### src/rtl/shift_pattern_ctrl_pkg.sv
// ============================================================================
// Module      : shift_pattern_ctrl_pkg
// Description : Mode encodings and default seed shared by the LED pattern stages
// Revision    : 1.0 - initial release
// ============================================================================
`default_nettype none

package shift_pattern_ctrl_pkg;

  typedef enum logic [1:0] {
    MODE_SHL = 2'b00,
    MODE_SHR = 2'b01,
    MODE_ROL = 2'b10,
    MODE_BNC = 2'b11
  } mode_e;

  localparam logic [31:0] DEFAULT_SEED = 32'h0000_0001;

endpackage : shift_pattern_ctrl_pkg

`default_nettype wire

### src/rtl/shift_pattern_ctrl_rise_detect.sv
// ============================================================================
// Module      : rise_detect
// Description : Two-flop rising-edge detector; one-cycle pulse per rise of sig
// Revision    : 1.0 - initial release
// ============================================================================
`default_nettype none

module rise_detect (
  input  logic clk,
  input  logic rst_n,
  input  logic sig,
  output logic pulse
);

  logic r_s1;
  logic r_s2;

  // Both stages reset high so a signal already high at reset release is not a rise.
  always_ff @(posedge clk or negedge rst_n) begin
    if (!rst_n) begin
      r_s1 <= 1'b1;
      r_s2 <= 1'b1;
    end else begin
      r_s1 <= sig;
      r_s2 <= r_s1;
    end
  end

  assign pulse = r_s1 & ~r_s2;

endmodule : rise_detect

`default_nettype wire

### src/rtl/shift_pattern_ctrl.sv
// ============================================================================
// Module      : shift_pattern_ctrl
// Description : LED pattern generator (shift/rotate/bounce) stepped by clk_1hz
// Revision    : 1.0 - initial release
// ============================================================================
`default_nettype none

module shift_pattern_ctrl
  import shift_pattern_ctrl_pkg::*;
#(
  parameter int               WIDTH = 8,
  parameter logic [WIDTH-1:0] SEED  = WIDTH'(DEFAULT_SEED)
) (
  input  logic             clk,
  input  logic             rst_n,
  input  logic             clk_1hz,
  input  logic             run,
  input  logic [1:0]       mode,
  input  logic             load,
  input  logic [WIDTH-1:0] load_data,
  output logic [WIDTH-1:0] led,
  output logic             dir,
  output logic             wrap
);

  logic             w_step;
  logic [WIDTH-1:0] r_led;
  logic             r_dir;
  logic             r_wrap;
  logic             r_in_bnc;
  logic [WIDTH-1:0] w_led_next;
  logic             w_dir_next;
  logic             w_wrap_next;
  logic             w_in_bnc_next;
  logic             w_dir_eff;
  logic [WIDTH-1:0] w_shl;
  logic [WIDTH-1:0] w_shr;

  rise_detect u_rise_detect (
    .clk   (clk),
    .rst_n (rst_n),
    .sig   (clk_1hz),
    .pulse (w_step)
  );

  always_comb begin
    w_led_next    = r_led;
    w_dir_next    = r_dir;
    w_wrap_next   = 1'b0;
    w_in_bnc_next = r_in_bnc;
    w_shl         = r_led << 1;
    w_shr         = r_led >> 1;
    // A stale dir from an earlier bounce session is ignored on the first bounce step.
    w_dir_eff     = r_in_bnc & r_dir;

    if (load) begin
      w_led_next = load_data;
      w_dir_next = 1'b0;
    end else if (w_step && run) begin
      w_in_bnc_next = (mode == MODE_BNC);
      if (mode == MODE_BNC) begin
        w_dir_next = w_dir_eff;
      end
      if (r_led == '0) begin
        w_led_next  = SEED;
        w_wrap_next = 1'b1;
      end else begin
        case (mode)
          MODE_SHL: begin
            if (w_shl == '0) begin
              w_led_next  = SEED;
              w_wrap_next = 1'b1;
            end else begin
              w_led_next = w_shl;
            end
          end
          MODE_SHR: begin
            if (w_shr == '0) begin
              w_led_next  = SEED;
              w_wrap_next = 1'b1;
            end else begin
              w_led_next = w_shr;
            end
          end
          MODE_ROL: begin
            w_led_next  = {r_led[WIDTH-2:0], r_led[WIDTH-1]};
            w_wrap_next = r_led[WIDTH-1];
          end
          default: begin
            if (!w_dir_eff) begin
              if (r_led[WIDTH-1]) begin
                w_dir_next  = 1'b1;
                w_led_next  = w_shr;
                w_wrap_next = 1'b1;
              end else begin
                w_led_next = w_shl;
              end
            end else begin
              if (r_led[0]) begin
                w_dir_next  = 1'b0;
                w_led_next  = w_shl;
                w_wrap_next = 1'b1;
              end else begin
                w_led_next = w_shr;
              end
            end
          end
        endcase
      end
    end
  end

  always_ff @(posedge clk or negedge rst_n) begin
    if (!rst_n) begin
      r_led    <= SEED;
      r_dir    <= 1'b0;
      r_wrap   <= 1'b0;
      r_in_bnc <= 1'b0;
    end else begin
      r_led    <= w_led_next;
      r_dir    <= w_dir_next;
      r_wrap   <= w_wrap_next;
      r_in_bnc <= w_in_bnc_next;
    end
  end

  assign led  = r_led;
  assign dir  = r_dir;
  assign wrap = r_wrap;

endmodule : shift_pattern_ctrl

`default_nettype wire

### config.mk
export PLATFORM = sky130hd
export DESIGN_NAME = shift_pattern_ctrl
export DESIGN_NICKNAME = d
export VERILOG_FILES = /design/src/rtl/shift_pattern_ctrl_pkg.sv /design/src/rtl/shift_pattern_ctrl_rise_detect.sv /design/src/rtl/shift_pattern_ctrl.sv
export SDC_FILE = /design/constraint.sdc
export NUM_CORES = 1
export LEC_CHECK = 0
export BUFFER_PORTS_ARGS = -buffer_cell sky130_fd_sc_hd__buf_2
export CORE_MARGIN = 2
export CORE_UTILIZATION = 40
export DETAILED_ROUTE_END_ITERATION = 6
export GPL_ROUTABILITY_DRIVEN = 0
export GPL_TIMING_DRIVEN = 0
export PLACE_DENSITY_LB_ADDON = 0.25
export SYNTH_ARGS = -nofsm -noshare
export SYNTH_HDL_FRONTEND = slang
export SYNTH_HIERARCHICAL = 1
export SYNTH_SLANG_ARGS = --single-unit
### constraint.sdc
create_clock -name clk -period 3.8 [get_ports clk]
set_input_delay 0 -clock clk [delete_from_list [all_inputs] [get_ports clk]]
set_output_delay 0 -clock clk [all_outputs]
set_load 0.02 [all_outputs]
# == After elaboration in Yosys (flattened, before gate mapping) ==
# Cells that the tools add are included.
# op_classes
n_eq_ne,3
muxes,26
n_bitwise,4
reduce_logical,8
# op_table
operator,count
$mux 8,7
$logic_not 8->1,3
$pmux 8 s3,1
$mux 1,16
$mux 7,1
$eq 2x2->1 const B,2
$pmux 1 s3,1
$reduce_or 3->1,1
$and 1x1->1,2
$eq 2x1->1 const B,1
$logic_not 2->1,1
$not 1->1,2
$reduce_and 2->1,1
$reduce_bool 2->1,1
$logic_and 1x1->1,1
# word_totals
register_bits,13
inputBits,15
output_inout_bits,10
wordCells,47

# == Longest topological paths before layout ==
# Gate-level depths: netlist of the first run.
# logic_depth
word_depth,8
ltp_mapped,6
mapped_depth_nobuf,5

# == Modules after synthesis ==
# Netlist of the first run, hierarchy kept.
# by_module_without_submodules
module,n_inst,cells_each,area_each_um2,seq_area_each_um2
shift_pattern_ctrl,1,87,757.0,276.5
rise_detect,1,3,66.3,52.6

# == Least setup slack after synthesis of the first run ==
# No wires, ideal clock.
# synth_path
path_type,flip-flop to flip-flop
start,"reg r_led[5], in the netlist led[5]"
end,"reg r_led[2], in the netlist led[2]"
setup_ps,143
t_arrival_ps,1481
required_ps,3657
slack_ps,2176
stages_incl_launch_ff,5
n_path_buf,0
period_less_slack_ps,1624
path_cell_list,dfrtp_1 > or4_4 > nor3_4 > a211o_2 > o221ai_1
# synth_via
elab_chain_cells,6
elab_cells_between_ends,9
classes_between,6 x mux; 3 x reduce/logical
# synth_lines
item,line_no,text
from (decl),shift_pattern_ctrl.sv:27,logic [WIDTH-1:0] r_led;
from (signal assigned),shift_pattern_ctrl.sv:120,r_led <= w_led_next;
$logic_not 8->1 (on tied branches),"shift_pattern_ctrl.sv:78, shift_pattern_ctrl.sv:70",
$mux 7 / $mux 8 (equally long branches),"shift_pattern_ctrl.sv:78, shift_pattern_ctrl.sv:70",
$pmux 8 s3,shift_pattern_ctrl.sv:68,case (mode)
$mux 8 *,shift_pattern_ctrl.sv:64,if (r_led == '0) begin
$mux 8 *,shift_pattern_ctrl.sv:59,end else if (w_step && run) begin
$mux 8 *,shift_pattern_ctrl.sv:56,if (load) begin
# Every way passes the cells marked *; elsewhere a longest branch is shown, timed or not. The select of a mux whose other input is x is not followed.
# A chain may end at the register's enable or synchronous reset.

# == Worst setup path in the final report of the first run ==
# layout_path
start,"reg r_led[5], in the netlist led[5]"
end,"reg r_led[4], in the netlist led[4]"
# layout_via
elab_chain_cells,6
elab_cells_between_ends,12
classes_between,9 x mux; 3 x reduce/logical
# layout_lines
item,line_no,text
$logic_not 8->1 (tied with other cells),shift_pattern_ctrl.sv:78,if (w_shr == '0) begin
$mux 7 (tied with other cells),shift_pattern_ctrl.sv:78,
$pmux 8 s3,shift_pattern_ctrl.sv:68,
$mux 8 *,shift_pattern_ctrl.sv:64,
$mux 8 *,shift_pattern_ctrl.sv:59,
$mux 8 *,shift_pattern_ctrl.sv:56,
# Marked as above.

==> results of run 1 <==
[critical path, cell delays in order, from the launching register on]
cell and delay (ns):
dfrtp_1 0.45, or4_4 0.59, nor3_4 0.19, a211o_2 0.24, o221ai_1 0.12
[flip-flops by register name, indices dropped and copies added, names as in the netlist]
register,count
dir,1
led,8
r_in_bnc,1
u_rise_detect/r_s1,1
u_rise_detect/r_s2,1
wrap,1
[timing repair]
| item | 4_1_cts | 5_1_grt |
|---|---|---|
| gates resized for setup | 0 | 0 |
| endpoints found under the setup margin | 0 | 0 |
| hold buffers | 10 | 0 |
| buffers inserted | 0 | 0 |
| hold endpoints to repair | 22 | 0 |
[stage by stage]
stage	util (%)	total power (W)	cells
finish	56.31	0.0003628	153
global route	56.31	0.0003847	153
CTS	56.31	0.0003623	153
detailed placement	49.81	0.0002622	139
global placement	49.81	0.0002596	139
floorplan	-	0.0002287	90
[cells by family (layout without fill, tap and decap cells)]
kind of cell | count (synthesis) | after routing | synth area share, %
simple gates | 34 | 34 | 21.28
compound gates | 28 | 28 | 27.36
flops | 13 | 13 | 39.97
buf+inv | 10 | 46 | 5.167
mux | 5 | 5 | 6.231
[layer usage]
metal / vias to the layer above / routed length [um] / track usage [%]
met1: 409 / 1025 / 26.41
met3: 5 / 111 / 3.988
met2: 28 / 1081 / 33.56
li1: 409 / - / -
met5: - / 0 / 0
met4: 0 / 46 / 10.48
[cells in the mapped netlist]
cell type | number | area (um2)
o2bb2ai_1 | 1 | 8.760
and2_1 | 1 | 6.260
dfstp_2 | 3 | 78.83
o221ai_2 | 1 | 15.01
nor3_1 | 1 | 5.000
nor2_1 | 4 | 15.01
inv_1 | 3 | 11.26
a31oi_1 | 2 | 12.51
mux2_2 | 1 | 11.26
o311ai_0 | 1 | 8.760
nand3_1 | 3 | 15.01
nor3_4 | 1 | 16.27
or3_1 | 1 | 6.260
o311a_1 | 1 | 10.01
o221ai_1 | 3 | 26.28
a21oi_1 | 4 | 20.02
o21a_1 | 1 | 7.510
o21ai_0 | 3 | 15.01
o41ai_2 | 1 | 16.27
clkbuf_1 | 2 | 7.510
nand2b_1 | 1 | 6.260
nor2b_1 | 1 | 6.260
a211o_2 | 1 | 10.01
nand2_1 | 18 | 67.56
o311a_2 | 1 | 11.26
a21o_1 | 1 | 7.510
buf_1 | 1 | 3.750
nor2b_4 | 1 | 13.76
dfrtp_1 | 10 | 250.2
buf_2 | 4 | 20.02
a32oi_1 | 1 | 8.760
nand4_1 | 1 | 6.260
or4_4 | 1 | 11.26
a311oi_1 | 2 | 17.52
mux2i_1 | 4 | 40.04
o31ai_1 | 4 | 30.03
[how the worst min path moves through the flow]
stage	start	endpoint	slack, ns	cells after the start
finish	run	led[6]	0.05	3
global route	mode[1]	r_in_bnc	0.06	3
CTS	run	led[6]	0.06	3
detailed placement	rst_n	led[4]	-0.09	1
global placement	rst_n	led[3]	-0.1	1
floorplan	rst_n	dir	-0.30	0
[report_power, final]
group	leakage (nW)	internal, W	switching [W]	total (W)
combinational	0.321	0.0000433	0.0000565	0.0000998
clock	0.0150	0.0000409	0.0000534	0.0000942
sequential	0.156	0.000152	0.0000169	0.000169
[cell type report]
class,instances,area [um2]
Fill cell,186,848.3
Clock buffer,4,26.28
Timing Repair Buffer,32,210.2
Multi-Input combinational cell,67,451.7
Tap cell,27,33.78
Inverter,3,11.26
Buffer,7,31.28
Sequential cell,13,329.1
==> flow_summary_export.csv, run 1 <==
group,metric,value,unit
detailed_routing,drc_errors,0,
timing,fin_tns_setup,0,ns
detailed_routing,ant_nets,0,
logic_synthesis,syn_avg_cell_area,9.148,um2
detailed_routing,drtIter0Drc,36,
clock_network,root_buffer,"clkbuf_4",
outcome,outcome,"finished, final reports clean",
setup_path,worstPathMaxFanout,6,
floorplanning,die_h,49.37,um
global_route,gr-usage-all-layers,20.82,%
floorplanning,die_x,49.37,um
setup_path,rrSetupSlack,2.08,ns
logic_synthesis,synth-seq-area-share,39.97,%
setup_path,critPathKind,"flop to flop",
setup_path,rr_worst_depth,4,
floorplanning,fp.coreArea,1942,um2
setup_path,startpoint,"led[5]",
finish,final_area,1094,um2
setup_path,critPathLaunchType,"flop",
timing,hold_violations,0,
timing,maxSlewViolCount,0,
floorplanning,die_area,2437,um2
timing,hold_slack,0.05027,ns
power_and_ir_drop,ir_drop,0.1747,mV
floorplanning,pin_count,25,
global_route,overflow,0,
logic_synthesis,yosys_warnings,6,
floorplanning,row_count,16,
clock_network,clkLatencyLatePin,0.29,ns
power_and_ir_drop,power_density,331.7,nW/um2
setup_path,reg2reg_to,"led[4]",
setup_path,endpoint,"led[4]",
clock_network,cts_tree,"yes",
logic_synthesis,netlist_instances,90,
finish,antenna_cells,0,
run,drv_cap,0,
clock_network,cts_buffers,3,
finish,layout_commonest_cell,"buf_2",
timing,rsz0062_at_grt,"false",
detailed_routing,dr.pass1.iters,4,
detailed_routing,totalWireLength,2265,um
finish,syn2layout_area_growth,32.83,%
finish,layout_common_cells,"buf_2 (26), nand2_1 (18), dfrtp_1 (10), dlygate4sd3_1 (10)",
global_route,grt_pass1_vias,866,
placement,place_ws,2.109,ns
logic_synthesis,synth_fp_nets,105,
timing,fin_ws,2.080,ns
detailed_routing,via_per_inst,5.562,
global_route,grt_pass1_wl,3857,um
clock_network,cts.reportedPaths.clkPinSlew,0.09,ns
clock_network,htreeDepth,1,
finish,drive_gt1_share,31.75,%
timing,worst_slew_pin_slew,0.4315,ns
placement,placed_area,967.2,um2
timing,max_slew_margin,71.23,%
clock_network,cts.path.max_buffers,2,
placement,port_buffers,22,
hold_path,holdCritPathClass,"input port to flop",
clock_network,clkSinkCount,13,
floorplanning,start_util,42.40,%
finish,nets,142,
setup_path,endpoint_kind,"flop",
global_route,antenna_found_initial,0,
detailed_routing,vias,851,
logic_synthesis,synth.distinct_cells,36,
placement,hpwlAfterDp,1565,um
setup_path,timing.rr.start,"led[5]",
power_and_ir_drop,leakagePower,0.4919,nW
global_route,grt_max_degree,14,
setup_path,cp_data_arrival_time,1.87,ns
logic_synthesis,synth_seq_cells,13,
timing,fin_skew,0.001268,ns
timing,fin_crit,1.720,ns
timing,setup_viol,0,
logic_synthesis,synthesis.area,823.3,um2
timing,max_freq,581.5,MHz
timing,period_share,45.26,%
setup_path,required,3.95,ns
detailed_routing,wire_per_inst,14.80,um
Note: power is estimated with default switching activity, not from simulation.
==> inputs of run 2 (changes only) <==
clock period = 1.7 ns   (was 3.8 ns; I/O delays follow)
==> run 2 against run 1 <==
First-iteration DRC count fell by 5.6%. Maximum frequency up 3.2%. Worst hold slack improved by 0.0014 ns. Final area rose by 2.3%. Clock power up 120%. Critical path type unchanged. Critical endpoint unchanged.
==> flow_summary_export.csv, run 2 (synthesis gave the netlist of run 1 again) <==
group,metric,value,unit
finish,utilization,57.60,%
floorplanning,start_util,42.40,%
setup_path,worstPathMaxFanout,6,
finish,antenna_cells,0,
finish,drive_gt1_share,34.38,%
clock_network,cts.reportedPaths.clkPinSlew,0.09,ns
timing,rsz0062_at_grt,"true",
finish,syn2layout_area_growth,35.87,%
floorplanning,pin_count,25,
timing,max_freq,600.0,MHz
hold_path,hp-start,"run",
run,drv_cap,0,
detailed_routing,wire_per_inst,14.69,um
timing,worst_slew_pin_slew,0.4785,ns
outcome,outcome,"finished, final reports clean",
setup_path,timing.rr.start,"led[1]",
detailed_routing,totalWireLength,2277,um
power_and_ir_drop,seqPwrFrac,46.2,%
global_route,grt_pass1_vias,870,
timing,max_slew_margin,68.10,%
power_and_ir_drop,ir_drop,0.3937,mV
power_and_ir_drop,p_comb_share,28.7,%
hold_path,holdCritPathClass,"input port to flop",
floorplanning,die_h,49.37,um
timing,fin_crit,1.667,ns
finish,layout_common_cells,"buf_2 (26), nand2_1 (18), dlygate4sd3_1 (10), dfrtp_1 (9)",
clock_network,cts.path.max_buffers,2,
clock_network,clkLatencyLatePin,0.29,ns
setup_path,endpoint_kind,"flop",
clock_network,htreeDepth,1,
power_and_ir_drop,fin_total_pwr,0.0008140,W
placement,port_buffers,22,
power_and_ir_drop,switching_power,0.0002795,W
power_and_ir_drop,leakagePower,0.5040,nW
floorplanning,fp.coreArea,1942,um2
clock_network,clkSinkCount,13,
detailed_routing,drtIter0Drc,34,
timing,fin_skew,0.005592,ns
global_route,antenna_found_initial,0,
power_and_ir_drop,p_int,0.0005345,W
detailed_routing,ant_nets,0,
global_route,overflow,0,
setup_path,rr_worst_depth,4,
global_route,gr-usage-all-layers,20.75,%
timing,setup_viol,0,
placement,hpwlAfterDp,1565,um
detailed_routing,via_per_inst,5.619,
global_route,grt_pass1_wl,3843,um
timing,maxSlewViolCount,0,
timing,hold_slack,0.05166,ns
setup_path,cp_data_arrival_time,1.81,ns
power_and_ir_drop,p_clk_share,25.1,%
floorplanning,die_area,2437,um2
clock_network,cts_tree,"yes",
detailed_routing,drc_errors,0,
floorplanning,row_count,16,
power_and_ir_drop,swShare,34.34,%
timing,period_share,98.04,%
global_route,grt_max_degree,14,
power_and_ir_drop,power_density,727.8,nW/um2
clock_network,root_buffer,"clkbuf_4",
hold_path,hold_depth,3,
timing,hold_violations,0,
setup_path,rrSetupSlack,0.03,ns
finish,largest_reg_flops,8,
setup_path,critPathLaunchType,"flop",
detailed_routing,vias,871,
finish,layout_commonest_cell,"buf_2",
detailed_routing,dr.pass1.iters,4,
hold_path,hold_end,"led[6]",
finish,nets,144,
setup_path,required,1.84,ns
floorplanning,die_x,49.37,um
setup_path,critPathKind,"flop to flop",
clock_network,cts_buffers,3,
setup_path,reg2reg_to,"led[4]",
## run 2: final cells by class
type                       instances  area (um2)
buffer                             7       32.53
multi-input combinational         67       459.2
clock buffer                       4       26.28
sequential                        13       330.3
inverter                           3       11.26
tap                               27       33.78
fill                             179       823.3
timing repair buffer              34       225.2
## run 2: power groups by stage
stage	clock, W	sequential, W	combinational (W)
after global routing	0.000232	0.000381	0.000256
after global placement	0	0.000381	0.000199
after floorplan	0	0.000400	0.000111
after detailed placement	0	0.000382	0.000204
after CTS	0.000211	0.000377	0.000223
final	0.000204	0.000376	0.000234
## run 2: critical path, stage by stage, from the launching register on
cell and delay, ns:
dfrtp_1 0.44, or4_4 0.56, nor3_4 0.20, a211o_4 0.21
o221ai_1 0.11
## run 2: what timing repair did
action | 4_1_cts | 5_1_grt
endpoints found under the setup margin | 1 | 6
gates cloned | 0 | 0
hold buffers | 10 | 0
resized for setup | 1 | 3
setup buffers | 0 | 2
endpoints found under the hold margin | 22 | 0
## run 2: metrics by stage
stage / instance area [um2] / std cells / setup TNS [ns] / setup WS [ns]
2_1_floorplan: 823.3 / 90 / 0 / 0.07579
3_3_place_gp: 967.2 / 139 / 0 / 0.04294
3_5_place_dp: 967.2 / 139 / 0 / 0.009350
4_1_cts: 1101 / 153 / 0 / 0.02911
5_1_grt: 1119 / 155 / -0.01456 / -0.007991
6_report: 1119 / 155 / 0 / 0.03332
## run 2: worst max-delay path by stage
stage                 from     end  slack [ns]  cells past startpoint
floorplan           led[5]  led[2]        0.08                      4
detailed placement  led[5]  led[4]       0.009                      4
CTS                 led[5]  led[4]        0.03                      4
finish              led[1]  led[4]        0.03                      4
global placement    led[5]  led[3]        0.04                      4
global route        led[1]  led[3]      -0.008                      4
## run 2: metal layers
layer	GRT usage (%)	vias to the layer above	wire length (um)
met1	26.41	413	1004
li1	-	413	-
met3	3.988	4	142
met2	33.33	41	1091
met4	10.48	0	38
met5	0	-	0
==> inputs of run 3 (changes only) <==
CAP_MARGIN = 5   (was unset)
CTS_BUF_LIST = sky130_fd_sc_hd__clkbuf_8   (was unset)
==> run 3 against run 2 <==
Worst hold slack got worse by 0.043 ns. Final area rose by 1.5%. Sequential power barely moved. Register-to-register slack improved by 0.02 ns. Critical path depth did not move. Clock power rose by 38%. Via count rose by 0.57%. Sequential share of layout area fell by 0.42 points. Global-route usage fell by 0.13 points. Non-clock buffer count did not move. Critical endpoint unchanged.
==> flow_summary_export.csv, run 3 (synthesis gave the netlist of run 1 again) <==
group,metric,value,unit
clock_network,htreeDepth,1,
setup_path,endpoint_kind,"flop",
timing,max_slew_margin,68.40,%
clock_network,clkLatencyLatePin,0.25,ns
setup_path,reg2reg_to,"led[4]",
finish,fill_cells,174,
floorplanning,fp.coreArea,1942,um2
detailed_routing,wire_per_inst,14.41,um
hold_path,holdCritPathClass,"input port to flop",
setup_path,critPathKind,"flop to flop",
floorplanning,pin_count,25,
finish,syn2layout_area_growth,37.84,%
timing,setup_viol,0,
detailed_routing,drc_errors,0,
global_route,grt_max_degree,14,
run,drv_cap,0,
global_route,antenna_found_initial,0,
finish,layout_commonest_cell,"buf_2",
timing,maxSlewViolCount,0,
clock_network,cts.reportedPaths.clkPinSlew,0.06,ns
placement,placed_area,967.2,um2
floorplanning,start_util,42.40,%
finish,instances_no_fill,155,
timing,fin_skew,0.001956,ns
finish,final_area,1135,um2
power_and_ir_drop,p_comb_share,26.4,%
timing,rsz0062_at_grt,"true",
power_and_ir_drop,swShare,32.20,%
power_and_ir_drop,fin_total_pwr,0.0008926,W
finish,layout_common_cells,"buf_2 (26), nand2_1 (18), dfrtp_1 (9), dlygate4sd3_1 (9)",
placement,port_buffers,22,
finish,utilization,58.44,%
detailed_routing,vias,876,
finish,largest_reg_flops,8,
power_and_ir_drop,p_clk_share,31.5,%
setup_path,critPathLaunchType,"flop",
detailed_routing,ant_nets,0,
setup_path,worstPathMaxFanout,6,
clock_network,cts.path.max_buffers,2,
global_route,grt_pass1_wl,3843,um
floorplanning,row_count,16,
detailed_routing,totalWireLength,2234,um
global_route,overflow,0,
floorplanning,die_h,49.37,um
timing,hold_slack,0.008641,ns
setup_path,cp_data_arrival_time,1.75,ns
finish,antenna_cells,0,
placement,place_inst,139,
clock_network,cts_tree,"yes",
hold_path,hold_end,"led[0]",
power_and_ir_drop,seqPwrFrac,42.2,%
clock_network,root_buffer,"clkbuf_8",
detailed_routing,via_per_inst,5.652,
timing,hold_violations,0,
setup_path,rr_worst_depth,4,
setup_path,required,1.80,ns
global_route,gr-usage-all-layers,20.62,%
placement,hpwlAfterDp,1565,um
setup_path,timing.rr.start,"led[1]",
hold_path,hp-start,"load_data[0]",
outcome,outcome,"finished, final reports clean",
floorplanning,die_area,2437,um2
power_and_ir_drop,switching_power,0.0002874,W
detailed_routing,drtIter0Drc,30,
power_and_ir_drop,power_density,786.5,nW/um2
timing,period_share,96.72,%
global_route,grt_pass1_vias,876,
timing,max_freq,608.2,MHz
detailed_routing,dr.pass1.iters,4,
hold_path,hold_depth,3,
power_and_ir_drop,p_int,0.0006052,W
power_and_ir_drop,ir_drop,0.4175,mV
timing,fin_crit,1.644,ns
timing,worst_slew_pin_slew,0.4740,ns
power_and_ir_drop,leakagePower,0.5167,nW
finish,nets,144,
setup_path,rrSetupSlack,0.06,ns
finish,drive_gt1_share,35.16,%
clock_network,clkSinkCount,13,
clock_network,cts_buffers,3,
floorplanning,die_x,49.37,um
[run 3: per-layer routing]
metal	GRT usage (%)	part of all wire, %	up-vias
li1	-	-	417
met1	26.02	43	415
met2	33.78	48	39
met3	3.374	7.0	5
met4	10.48	2.1	0
met5	0	0	-
[run 3: cell type report]
class                      count  area, um2  share of cell area [%]
multi-input combinational     67      459.2                   40.46
sequential                    13      330.3                   29.11
timing repair buffer          34      222.7                   19.63
clock buffer                   3      41.29                   3.638
tap                           27      33.78                   2.977
buffer                         7      32.53                   2.867
inverter                       3      11.26                  0.9923
clock inverter                 1      3.754                  0.3308
[run 3: worst max-delay path, cell delays in order (launching register included)]
cell,delay (ns)
dfrtp_1,0.43
or4_4,0.56
nor3_4,0.19
a211o_4,0.21
o221ai_1,0.11
[run 3: power by group through the flow]
stage          Sequential [W]  Combinational (W)  Clock, W
2_1_floorplan        0.000400           0.000111         0
3_3_place_gp         0.000381           0.000199         0
3_5_place_dp         0.000382           0.000204         0
4_1_cts              0.000377           0.000220  0.000288
5_1_grt              0.000382           0.000257  0.000306
6_report             0.000377           0.000235  0.000281
[run 3: per-stage QoR]
stage | setup TNS [ns] | setup slack (ns)
after floorplan | 0 | 0.07579
after global placement | 0 | 0.04294
after detailed placement | 0 | 0.009350
after CTS | 0 | 0.001874
after global routing | -0.00005596 | -0.00005596
final | 0 | 0.05579
[run 3: worst max-delay path by stage]
stage                     startpoint      to  slack [ns]
after floorplan               led[5]  led[2]        0.08
after global placement        led[5]  led[3]        0.04
after detailed placement      led[5]  led[4]       0.009
after CTS                     led[5]  led[4]       0.002
after global routing          led[1]  led[2]    -0.00006
final                         led[1]  led[4]        0.06
[run 3: repair_timing]
item	4_1_cts	5_1_grt
gates resized for setup	0	4
endpoints found under the setup margin	0	8
endpoints found under the hold margin	21	0
buffers inserted	0	3
hold buffers	9	0
